**config.mk**
```make
export PLATFORM = sky130hd
export DESIGN_NAME = axil_reg_slave
export DESIGN_NICKNAME = d
export VERILOG_FILES = /design/src/rtl/axil_reg_slave.sv
export SDC_FILE = /design/constraint.sdc
export NUM_CORES = 1
export LEC_CHECK = 0
export CORE_MARGIN = 2
export CORE_UTILIZATION = 47
export DETAILED_ROUTE_END_ITERATION = 8
export GPL_ROUTABILITY_DRIVEN = 1
export PLACE_DENSITY = 0.79
export SETUP_SLACK_MARGIN = 0.1
export SLEW_MARGIN = 25
export SYNTH_ARGS = -nofsm -noshare
export SYNTH_HDL_FRONTEND = slang
export SYNTH_SLANG_ARGS = --single-unit
```
**constraint.sdc**
```tcl
create_clock -name clk -period 2.1 [get_ports clk]
set_input_delay 0.315 -clock clk [delete_from_list [all_inputs] [get_ports clk]]
set_output_delay 0.315 -clock clk [all_outputs]
set_load 0.02 [all_outputs]
```
**src/rtl/axil_reg_slave.sv**
```systemverilog
// AXI-Lite register slave: three R/W control words plus a read-only status word.
// Write channel is a small AW/W join FSM; the read channel runs independently.
module axil_reg_slave #(
  parameter logic [31:0] RST_VAL0 = 32'h0,
  parameter logic [31:0] RST_VAL1 = 32'h0,
  parameter logic [31:0] RST_VAL2 = 32'h0
) (
  input  logic        clk,
  input  logic        rst,
  input  logic [3:0]  s_awaddr,
  input  logic        s_awvalid,
  output logic        s_awready,
  input  logic [31:0] s_wdata,
  input  logic [3:0]  s_wstrb,
  input  logic        s_wvalid,
  output logic        s_wready,
  output logic        s_bvalid,
  output logic [1:0]  s_bresp,
  input  logic        s_bready,
  input  logic [3:0]  s_araddr,
  input  logic        s_arvalid,
  output logic        s_arready,
  output logic        s_rvalid,
  output logic [31:0] s_rdata,
  output logic [1:0]  s_rresp,
  input  logic        s_rready,
  output logic [31:0] ctrl0,
  output logic [31:0] ctrl1,
  output logic [31:0] ctrl2,
  input  logic [31:0] status_in,
  output logic [2:0]  wr_pulse
);

  typedef enum logic [2:0] {
    W_IDLE,
    W_ADDR,
    W_DATA,
    W_COMMIT,
    W_RESP
  } wstate_e;

  localparam logic [1:0] OKAY   = 2'b00;
  localparam logic [1:0] SLVERR = 2'b10;

  wstate_e     state_q, state_d;
  logic [3:0]  awaddr_q, awaddr_d;
  logic [31:0] wdata_q, wdata_d;
  logic [3:0]  wstrb_q, wstrb_d;
  logic        bvalid_q, bvalid_d;
  logic [1:0]  bresp_q, bresp_d;
  logic [2:0]  pulse_q, pulse_d;
  logic [31:0] ctrl_q [3];
  logic [31:0] ctrl_d [3];
  logic        rvalid_q, rvalid_d;
  logic [31:0] rdata_q, rdata_d;
  logic [1:0]  rresp_q, rresp_d;

  logic aw_hs, w_hs, ar_hs, wr_err;

  assign s_awready = ~rst & ((state_q == W_IDLE) | (state_q == W_DATA));
  assign s_wready  = ~rst & ((state_q == W_IDLE) | (state_q == W_ADDR));
  assign s_arready = ~rst & ~rvalid_q;

  assign aw_hs = s_awvalid & s_awready;
  assign w_hs  = s_wvalid & s_wready;
  assign ar_hs = s_arvalid & s_arready;

  assign wr_err = (awaddr_q[1:0] != 2'b00) | (awaddr_q[3:2] == 2'd3);

  always_comb begin
    state_d  = state_q;
    awaddr_d = awaddr_q;
    wdata_d  = wdata_q;
    wstrb_d  = wstrb_q;
    bvalid_d = bvalid_q;
    bresp_d  = bresp_q;
    pulse_d  = 3'b000;
    ctrl_d   = ctrl_q;
    if (aw_hs) awaddr_d = s_awaddr;
    if (w_hs) begin
      wdata_d = s_wdata;
      wstrb_d = s_wstrb;
    end
    unique case (state_q)
      W_IDLE: begin
        if (aw_hs && w_hs) state_d = W_COMMIT;
        else if (aw_hs)    state_d = W_ADDR;
        else if (w_hs)     state_d = W_DATA;
      end
      W_ADDR: if (w_hs) state_d = W_COMMIT;
      W_DATA: if (aw_hs) state_d = W_COMMIT;
      W_COMMIT: begin
        state_d  = W_RESP;
        bvalid_d = 1'b1;
        bresp_d  = wr_err ? SLVERR : OKAY;
        // Strobe-masked merge into the addressed word only.
        for (int i = 0; i < 3; i++) begin
          if (!wr_err && awaddr_q[3:2] == 2'(i)) begin
            pulse_d[i] = 1'b1;
            for (int k = 0; k < 4; k++)
              if (wstrb_q[k]) ctrl_d[i][8*k +: 8] = wdata_q[8*k +: 8];
          end
        end
      end
      W_RESP: begin
        if (s_bready) begin
          bvalid_d = 1'b0;
          state_d  = W_IDLE;
        end
      end
      default: state_d = W_IDLE;
    endcase
  end

  always_comb begin
    rvalid_d = rvalid_q;
    rdata_d  = rdata_q;
    rresp_d  = rresp_q;
    if (ar_hs) begin
      rvalid_d = 1'b1;
      rresp_d  = OKAY;
      // ctrl_q is the pre-commit value when a write lands on the same edge.
      unique case (s_araddr[3:2])
        2'd0: rdata_d = ctrl_q[0];
        2'd1: rdata_d = ctrl_q[1];
        2'd2: rdata_d = ctrl_q[2];
        2'd3: rdata_d = status_in;
        default: rdata_d = '0;
      endcase
      if (s_araddr[1:0] != 2'b00) begin
        rdata_d = '0;
        rresp_d = SLVERR;
      end
    end else if (rvalid_q && s_rready) begin
      rvalid_d = 1'b0;
    end
  end

  always_ff @(posedge clk) begin
    if (rst) begin
      state_q   <= W_IDLE;
      awaddr_q  <= '0;
      wdata_q   <= '0;
      wstrb_q   <= '0;
      bvalid_q  <= 1'b0;
      bresp_q   <= OKAY;
      pulse_q   <= '0;
      ctrl_q[0] <= RST_VAL0;
      ctrl_q[1] <= RST_VAL1;
      ctrl_q[2] <= RST_VAL2;
      rvalid_q  <= 1'b0;
      rdata_q   <= '0;
      rresp_q   <= OKAY;
    end else begin
      state_q  <= state_d;
      awaddr_q <= awaddr_d;
      wdata_q  <= wdata_d;
      wstrb_q  <= wstrb_d;
      bvalid_q <= bvalid_d;
      bresp_q  <= bresp_d;
      pulse_q  <= pulse_d;
      ctrl_q   <= ctrl_d;
      rvalid_q <= rvalid_d;
      rdata_q  <= rdata_d;
      rresp_q  <= rresp_d;
    end
  end

  assign s_bvalid = bvalid_q;
  assign s_bresp  = bresp_q;
  assign s_rvalid = rvalid_q;
  assign s_rdata  = rdata_q;
  assign s_rresp  = rresp_q;
  assign ctrl0    = ctrl_q[0];
  assign ctrl1    = ctrl_q[1];
  assign ctrl2    = ctrl_q[2];
  assign wr_pulse = pulse_q;

endmodule
```
Word level (Yosys, flattened, before mapping):

Cells that the tools add are included.

* flip-flop bits (word level): 180
* bits of input ports: 83
* output and inout bits: 140
* word-level logic and storage cells: 94

* equality and inequality tests: 14
* multiplexer cells: 18
* bitwise logic cells: 12
* reductions and logical operators: 28

Operators with widths (count)
* one-hot mux 32 bit (4 select lines): 1
* AND reduction 3 bit: 12
* two-way mux 32 bit: 1
* two-way mux 3 bit: 6
* one-hot mux 3 bit (5 select lines): 1
* == test 2 bit, second input constant: 4
* nonzero test 2 bit: 4
* AND 1 bit: 6
* == test 3 x 2 -> 1 bit, second input constant: 2
* two-way mux 1 bit: 6
* != test 2 bit, second input constant: 3
* logical AND 1 bit: 5
* == test 2 x 1 -> 1 bit, second input constant: 2
* logical NOT 2 bit: 2
* two-way mux 2 bit: 2
* != test 4 x 3 -> 1 bit, second input constant: 1
* AND reduction 4 bit: 1
* == test 3 x 1 -> 1 bit, second input constant: 1
* == test 3 bit, second input constant: 1
* logical NOT 3 bit: 1
* inverter 1 bit: 3
* bitwise OR 1 bit: 3
* one-hot mux 1 bit (2 select lines): 1
* AND reduction 2 bit: 1
* other kinds (2): 2

Longest topological paths before layout:

* depth after elaboration: 8
* depth in mapped cells: 6

Least setup slack after synthesis:

Ideal clock, no wire load.

* path type: in2out
* start point: in rst
* end point: out s_awready
* data arrival time: 1494 ps
* slack: 291 ps
* stages on the path: 5
* path buffers: 4
* cell sequence: clkbuf_1 clkbuf_1 clkbuf_1 buf_1 nor3_1

* longest elaborated chain between the ends: 2

Ends and longest elaborated chain
* start: declaration: RTL line 9 `input logic rst,`
* inverter 1 bit: RTL line 60 `assign s_awready = ~rst & ((state_q == W_IDLE) | (state_q == W_DATA));`
* AND 1 bit: RTL line 60
* end: declaration: RTL line 12 `output logic s_awready,`

Every way passes these cells.

Final worst setup path:

* start point: reg awaddr_q[2]
* end point: reg ctrl_q, in the netlist ctrl1[3]

* longest elaborated chain between the ends: 5

Ends and longest elaborated chain
* start: declaration: RTL line 46 `logic [3:0] awaddr_q, awaddr_d;`
* start signal: assignment: RTL line 156 `awaddr_q <= awaddr_d;`
* == test 2 bit: RTL line 68 `assign wr_err = (awaddr_q[1:0] != 2'b00) | (awaddr_q[3:2] == 2'd3);`
* bitwise OR 1 bit: RTL line 68
* logical NOT 1 bit: RTL line 98 `if (!wr_err && awaddr_q[3:2] == 2'(i)) begin`
* logical AND 1 bit (*): RTL line 98
* AND reduction 3 bit (no source line) (*)
* end signal: assignment: RTL line 162 `ctrl_q <= ctrl_d;`
* end: declaration: RTL line 52 `logic [31:0] ctrl_q [3];`

Every way passes the cells marked *; elsewhere a longest branch is shown, timed or not.
A chain may end at the register's enable or synchronous reset.

==> results.txt <==
The die is 130 um tall. The remaining antenna violation count after routing is 0. After layout, the worst setup slack is 0.240 ns. STA classifies the critical path startpoint as a flop. The share of the yosys chip area belonging to registers came out at between 40 and 50%. Max-cap violations in this run came to 0. The tree built by TritonCTS fans out to around 180 sinks. The run finished with clean final reports. For the finished layout, the period the worst path requires is approximately 1.9 ns. The relative slew slack is 36.4%. The top fanout value on the critical path is 8. The power per cell area came out at 710 mW/mm^2. The total I/O pin count is roughly 220. The fill cell total of the finished layout came out at around 1200. The layout overhead on the synthesized area is 40.5%.

The worst hold path terminates at state_q[2]$_SDFFE_PP0P_. The number of slew-limit violations in the final report is 0. In this run the register-to-register setup slack is about 0.24 ns. The pre-antenna-repair detailed-routing pass consisted of 4 iterations. STA classifies the critical path endpoint as a flop. The placed instances occupy a cell area of between 0.009 and 0.01 mm^2. The worst slack after detailed placement came out at between 0.08 and 0.09 ns. The Yosys warning count is 0. The final worst-path cycle share is between 80% and 90%.

For this design the static power due to leakage is between 4 and 5 nW. The count of vias placed by the detailed router came out at 5750. CTS placed an instance of sky130_fd_sc_hd__clkbuf_16 at the clock tree root. The final-report setup violation count came out at 0.

The routed wire length came out at 19400 um. The worst-case vdd ir drop is just under 0.6 mV. In this run the most critical hold path is launched from rst.

The HPWL after detailed placement came out at roughly 13000 um. The initial cell density of the core came out at ~48%. Setup repair after global routing left no endpoint under its margin. The die extent in x is 130 um. The count of buffers added on input and output ports is 220. The total global-route track usage came out at 23.2%. The cell area after synthesis is 0.00741 mm^2. The number of cells produced by synthesis came out at between 600 and 700. TritonCTS built the clock tree. The number of levels the H-tree was split into is 4.

The type of the most critical hold path is in2reg. The area of the die is roughly 0.017 mm^2. The worst clock skew came out at approximately 0.008 ns. Summed over all failing endpoints, the final setup total negative slack is 0 ns. The worst hold path depth came out at 2. The reg-to-reg endpoint is ctrl1[3]$_SDFFE_PP0P_. The final count of hold timing violations was 0.

The length in cells of the worst reg-to-reg path came out at 3. The count of antenna diodes in the layout came out at 0. The commonest register cell after synthesis is sky130_fd_sc_hd__dfxtp_1. The row count is between 40 and 50. The global-route wire length before repair came out at approximately 30000 um. Leaving out fill and tap cells, the most frequent cell in the layout is sky130_fd_sc_hd__clkdlybuf4s50_1.

Summing all multi-input logic gate instances after layout gives ~0.0036 mm^2. The post-synthesis cell type count came out at 31. In this run the critical register-to-register path is launched from awaddr_q[2]$_SDFFE_PP0P_. The ratio of routed vias to standard cells came out at approximately 5.3. The via count of the first global-routing pass was approximately 5800. The area of the core came out at between 0.015 and 0.02 mm^2. The average instance in the mapped netlist occupies between 10 and 15 um^2. The number of clock buffers added by TritonCTS is 17. The final-stage net count came out at 936. The violation count after the first detailed-route iteration came out at a little over 300. After clock tree synthesis, the setup repair step added 0 buffers.

The transition time at the pin with the least slew margin came out at around 0.95 ns. After synthesis, the share of flip-flops with an asynchronous set or reset is 0%. The top cell types in the final layout, fill and taps aside, are 215 x sky130_fd_sc_hd__clkdlybuf4s50_1, 178 x sky130_fd_sc_hd__dfxtp_1, 132 x sky130_fd_sc_hd__nand2b_1, 101 x sky130_fd_sc_hd__mux2i_1, 37 x sky130_fd_sc_hd__nand2_1. The data arrival time at the worst-slack endpoint came out at between 2 and 2.5 ns. The post-synthesis sequential element count is between 150 and 200. The final standard cell area without fillers came out at 0.0104 mm^2. The critical path class is reg2reg. The clock-pin transition on the worst setup and hold timing paths came out at 0.07 ns. Based on the critical path, the design can be clocked at up to 538 MHz. The overflow left after global routing is 0. The maximum number of buffers from clock root to sink is 2. The number of remaining DRC errors came out at 0. The share of cells above drive strength 1 came out at ~11%.

The number of flops mapped to enable cells by yosys is 0. Entering global routing, the biggest net connects between 100 and 150 pins. The footprint of the flip-flops and latches came out at 0.00356 mm^2. The initial antenna violation count came out at 0. Clock latency on the worst-skew pair, taken at its later pin, is 0.43 ns.

The final weighted congestion in routability-driven placement is 0.775. The per-cell routed wire length came out at 18.0 um. The data required time at the worst endpoint came out at ~2.5 ns.
[what timing repair did]
item	CTS	global route
setup endpoints to repair	0	5
resized for setup	0	4
hold buffers	0	0
[cell families after synthesis]
kind of cell           Yosys count  synth area share, %
DFF                            178                 48.1
and+or+nand+nor                213                 18.6
other                            1               0.0506
muxes                          133                 23.4
buffers and inverters           51                 3.14
AOI/OAI and AO/OA               75                 6.82
[worst max-delay path, stage by stage, from the launching register on]
cell	delay [ns]
sky130_fd_sc_hd__dfxtp_1	0.48
sky130_fd_sc_hd__nor4b_4	0.45
sky130_fd_sc_hd__and3_1	0.57
sky130_fd_sc_hd__mux2i_1	0.27
[worst max path at each step]
stage / from / end / depth (start not counted)
2_1_floorplan: rst / s_awready / 5
3_3_place_gp: s_arvalid / s_rdata[18]$_SDFFE_PP0P_ / 4
5_1_grt: awaddr_q[2]$_SDFFE_PP0P_ / ctrl1[3]$_SDFFE_PP0P_ / 3
4_1_cts: state_q[1]$_SDFFE_PP0P_ / s_wready / 2
3_5_place_dp: s_arvalid / s_rdata[8]$_SDFFE_PP0P_ / 4
6_report: awaddr_q[2]$_SDFFE_PP0P_ / ctrl1[3]$_SDFFE_PP0P_ / 3
[registers in the layout (all words and copies together), names as in the netlist]
| register | cells |
|---|---|
| s_rdata | 32 |
| wr_pulse | 3 |
| state_q | 3 |
| s_rresp | 1 |
| wstrb_q | 4 |
| ctrl1 | 32 |
| s_rvalid | 1 |
| ctrl2 | 32 |
| ctrl0 | 32 |
| s_bresp | 1 |
| wdata_q | 32 |
| awaddr_q | 4 |
| s_bvalid | 1 |
[cell type report]
class	count	share of cell area (%)
multi-input combinational	423	34.9
sequential	178	34.2
timing repair buffer	232	22.4
clock buffer	19	4.35
tap	211	2.53
clock inverter	13	1.53
inverter	1	0.0360
[power breakdown]
part	total [mW]	internal (mW)	switching, mW
clock network	3.26	1.93	1.33
registers	3.51	3.45	0.0551
logic	0.627	0.340	0.287
[per-stage QoR]
step | hold WS [ns] | util, % | total power, mW | cells
after floorplan | 0.415 | - | 3.93 | 652
after global placement | 0.460 | 64.0 | 4.19 | 1045
after detailed placement | 0.465 | 64.0 | 4.21 | 1045
after CTS | 0.159 | 68.0 | 7.44 | 1077
after global routing | 0.184 | 68.0 | 7.61 | 1077
final | 0.177 | 68.0 | 7.39 | 1077
[synthesized netlist by cell type (8+ instances only)]
cell                       number  area, um^2
sky130_fd_sc_hd__dfxtp_1      178        3560
sky130_fd_sc_hd__nand2b_1     132         826
sky130_fd_sc_hd__mux2i_1      101        1010
sky130_fd_sc_hd__nand2_1       37         139
sky130_fd_sc_hd__a22o_1        32         280
sky130_fd_sc_hd__mux4_2        32         721
sky130_fd_sc_hd__o21ai_1       28         140
sky130_fd_sc_hd__clkbuf_1      25        93.8
sky130_fd_sc_hd__buf_2         21         105
sky130_fd_sc_hd__nor2_1        11        41.3
sky130_fd_sc_hd__nand3_4        8         140
sky130_fd_sc_hd__o21ai_0        8        40.0
[per-layer routing]
layer | GRT usage, % | vias up | routed length, um
met1 | 29.0 | 2809 | 8160
met4 | 8.86 | 0 | 447
li1 | - | 2691 | -
met2 | 39.0 | 214 | 9560
met5 | 0 | - | 0
met3 | 5.37 | 36 | 1240
Power figures use the tool's default switching activity.
==> RTL edit, RTL diff (config.mk and constraints unchanged) <==
Re-encode `wstate_e` (5 states) as Gray code, 3 bits wide.
--- a/src/rtl/axil_reg_slave.sv
+++ b/src/rtl/axil_reg_slave.sv
@@ -32,11 +32,11 @@
 );
 
   typedef enum logic [2:0] {
-    W_IDLE,
-    W_ADDR,
-    W_DATA,
-    W_COMMIT,
-    W_RESP
+    W_IDLE   = 3'b000,
+    W_ADDR   = 3'b001,
+    W_DATA   = 3'b011,
+    W_COMMIT = 3'b010,
+    W_RESP   = 3'b110
   } wstate_e;
 
   localparam logic [1:0] OKAY   = 2'b00;
Check against the original RTL: same outputs for any inputs over 4 cycles, from zero or initial values and one cycle with rst high; so few cycles prove little.
==> RTL edit against the unedited design <==
Sequential cell count unchanged; synthesized area decreased by 1.8%; cell area decreased by 0.41%; setup slack got worse by 0.070 ns; routed wire length about the same; non-clock buffer count increased by 8; register-to-register slack improved by 0.05 ns.
Power is not compared: it rests on default switching activity, and its combinational part moved more than twofold at a synthesized area within 25%.
==> RTL edit: results (changes against the unedited design) <==
| Metric | Value |
|---|---|
| Met3 WL post-DR | 1140 um (-7.8%) |
| First-pass GRT wire length | 30000 um (-0.89%) |
| Syn Area/Cell | 10.6 um^2 (-6.8%) |
| Cells on worst reg2reg path | 4 (+1) |
| Placer Congestion | 0.761 (-1.8%) |
| Utilization after layout | 68.5% (+0.48 points) |
| Layout cells sized above 1 | 12.2% (+0.98 points) |
| Synth top cells by count | dfxtp_1, nor2_1, mux2i_1, nand2_1, o21ai_0 |
| CP peak stage delay | 0.37 ns (-0.20 ns) |
| GR Util met2 | 40.3% (+1.2 points) |
| WL met1 | 8310 um (+1.9%) |
| Fin Hold WS | 0.296 ns (+0.119 ns) |
| GR Util met3 | 4.95% (-0.42 points) |
| Fin nets | 981 (+4.8%) |
| Max Clock Skew | 0.00736 ns (-0.000467 ns) |
| Setup WS pre-CTS | 0.131 ns (+0.0446 ns) |
| Critical R2R Launch | awaddr_q[3]$_SDFFE_PP0P_ |
| Fill cell count | 1164 (+0.78%) |
| Register area share after synthesis | 49.0% (+0.88 points) |
| Worst vdd ir | roughly 560 uV |
| Met2 Wirelength | 9700 um (+1.4%) |
| Hold depth | 3 (+1) |
| Crit path from | state_q[0]$_SDFFE_PP0P_ |
| Synth area leaders | dfxtp_1, mux2i_1, mux4_2, nor2_1, a22oi_1 |
| WHS Endpoint | state_q[1]$_SDFFE_PP0P_ |
| WL per Instance | 17.7 um (-1.9%) |
| 1st-iter DRT viols | 323 (+4.5%) |
| Worst setup path end | s_awready |
| FF-to-FF End | ctrl2[19]$_SDFFE_PP0P_ |
| Total GRT Usage | 23.4% (+0.21 points) |
| Status | complete, no violations |
| Largest net degree at the start of global routing | 170 (+19%) |
| R2r setup slk | 0.29 ns (+0.05 ns) |
| Met1 GRT Util | 29.5% (+0.51 points) |
| Post-DP Area | 9750 um^2 (-0.54%) |
| WL final | 19400 um (about the same) |
| Max-slew headroom | 51.7% (+15 points) |
| Post-route minimum period | 1.93 ns (+0.0700 ns) |
| Vias in the first global route | 5740 (-1.4%) |
| Top delay family on crit path | flip-flops |
| CP max-delay cell | dfxtp_1 |
| Post-DP HPWL | 13500 um (+0.26%) |
RTL edit: final cells by class:
class                           instances  share of cell area (%)
Tap cell                              188                    2.27
Timing Repair Buffer                  240                    23.3
Sequential cell                       178                    34.3
Clock inverter                         12                    1.72
Clock buffer                           20                    4.40
Multi-Input combinational cell        461                    33.9
RTL edit: repair_timing:
action,in CTS,in global routing
hold endpoints to repair,0,0
buffers inserted,0,0
endpoints found under the setup margin,2,1
hold buffers,0,0
pin swaps,0,0
resized for setup,3,2
RTL edit: power breakdown:
group,internal (mW),switching (mW),total (mW),leakage [nW]
Sequential,3.59,0.243,3.84,1.44
Clock,2.06,1.32,3.39,0.303
Combinational,0.674,0.713,1.39,2.62
RTL edit: logic make-up after synthesis:
kind of cell    Yosys count  share of synthesized area [%]
simple gates            247                           17.4
flops                   178                           49.0
mux                     132                           23.7
compound gates           80                           6.96
other cells               1                         0.0515
buf+inv                  48                           2.90
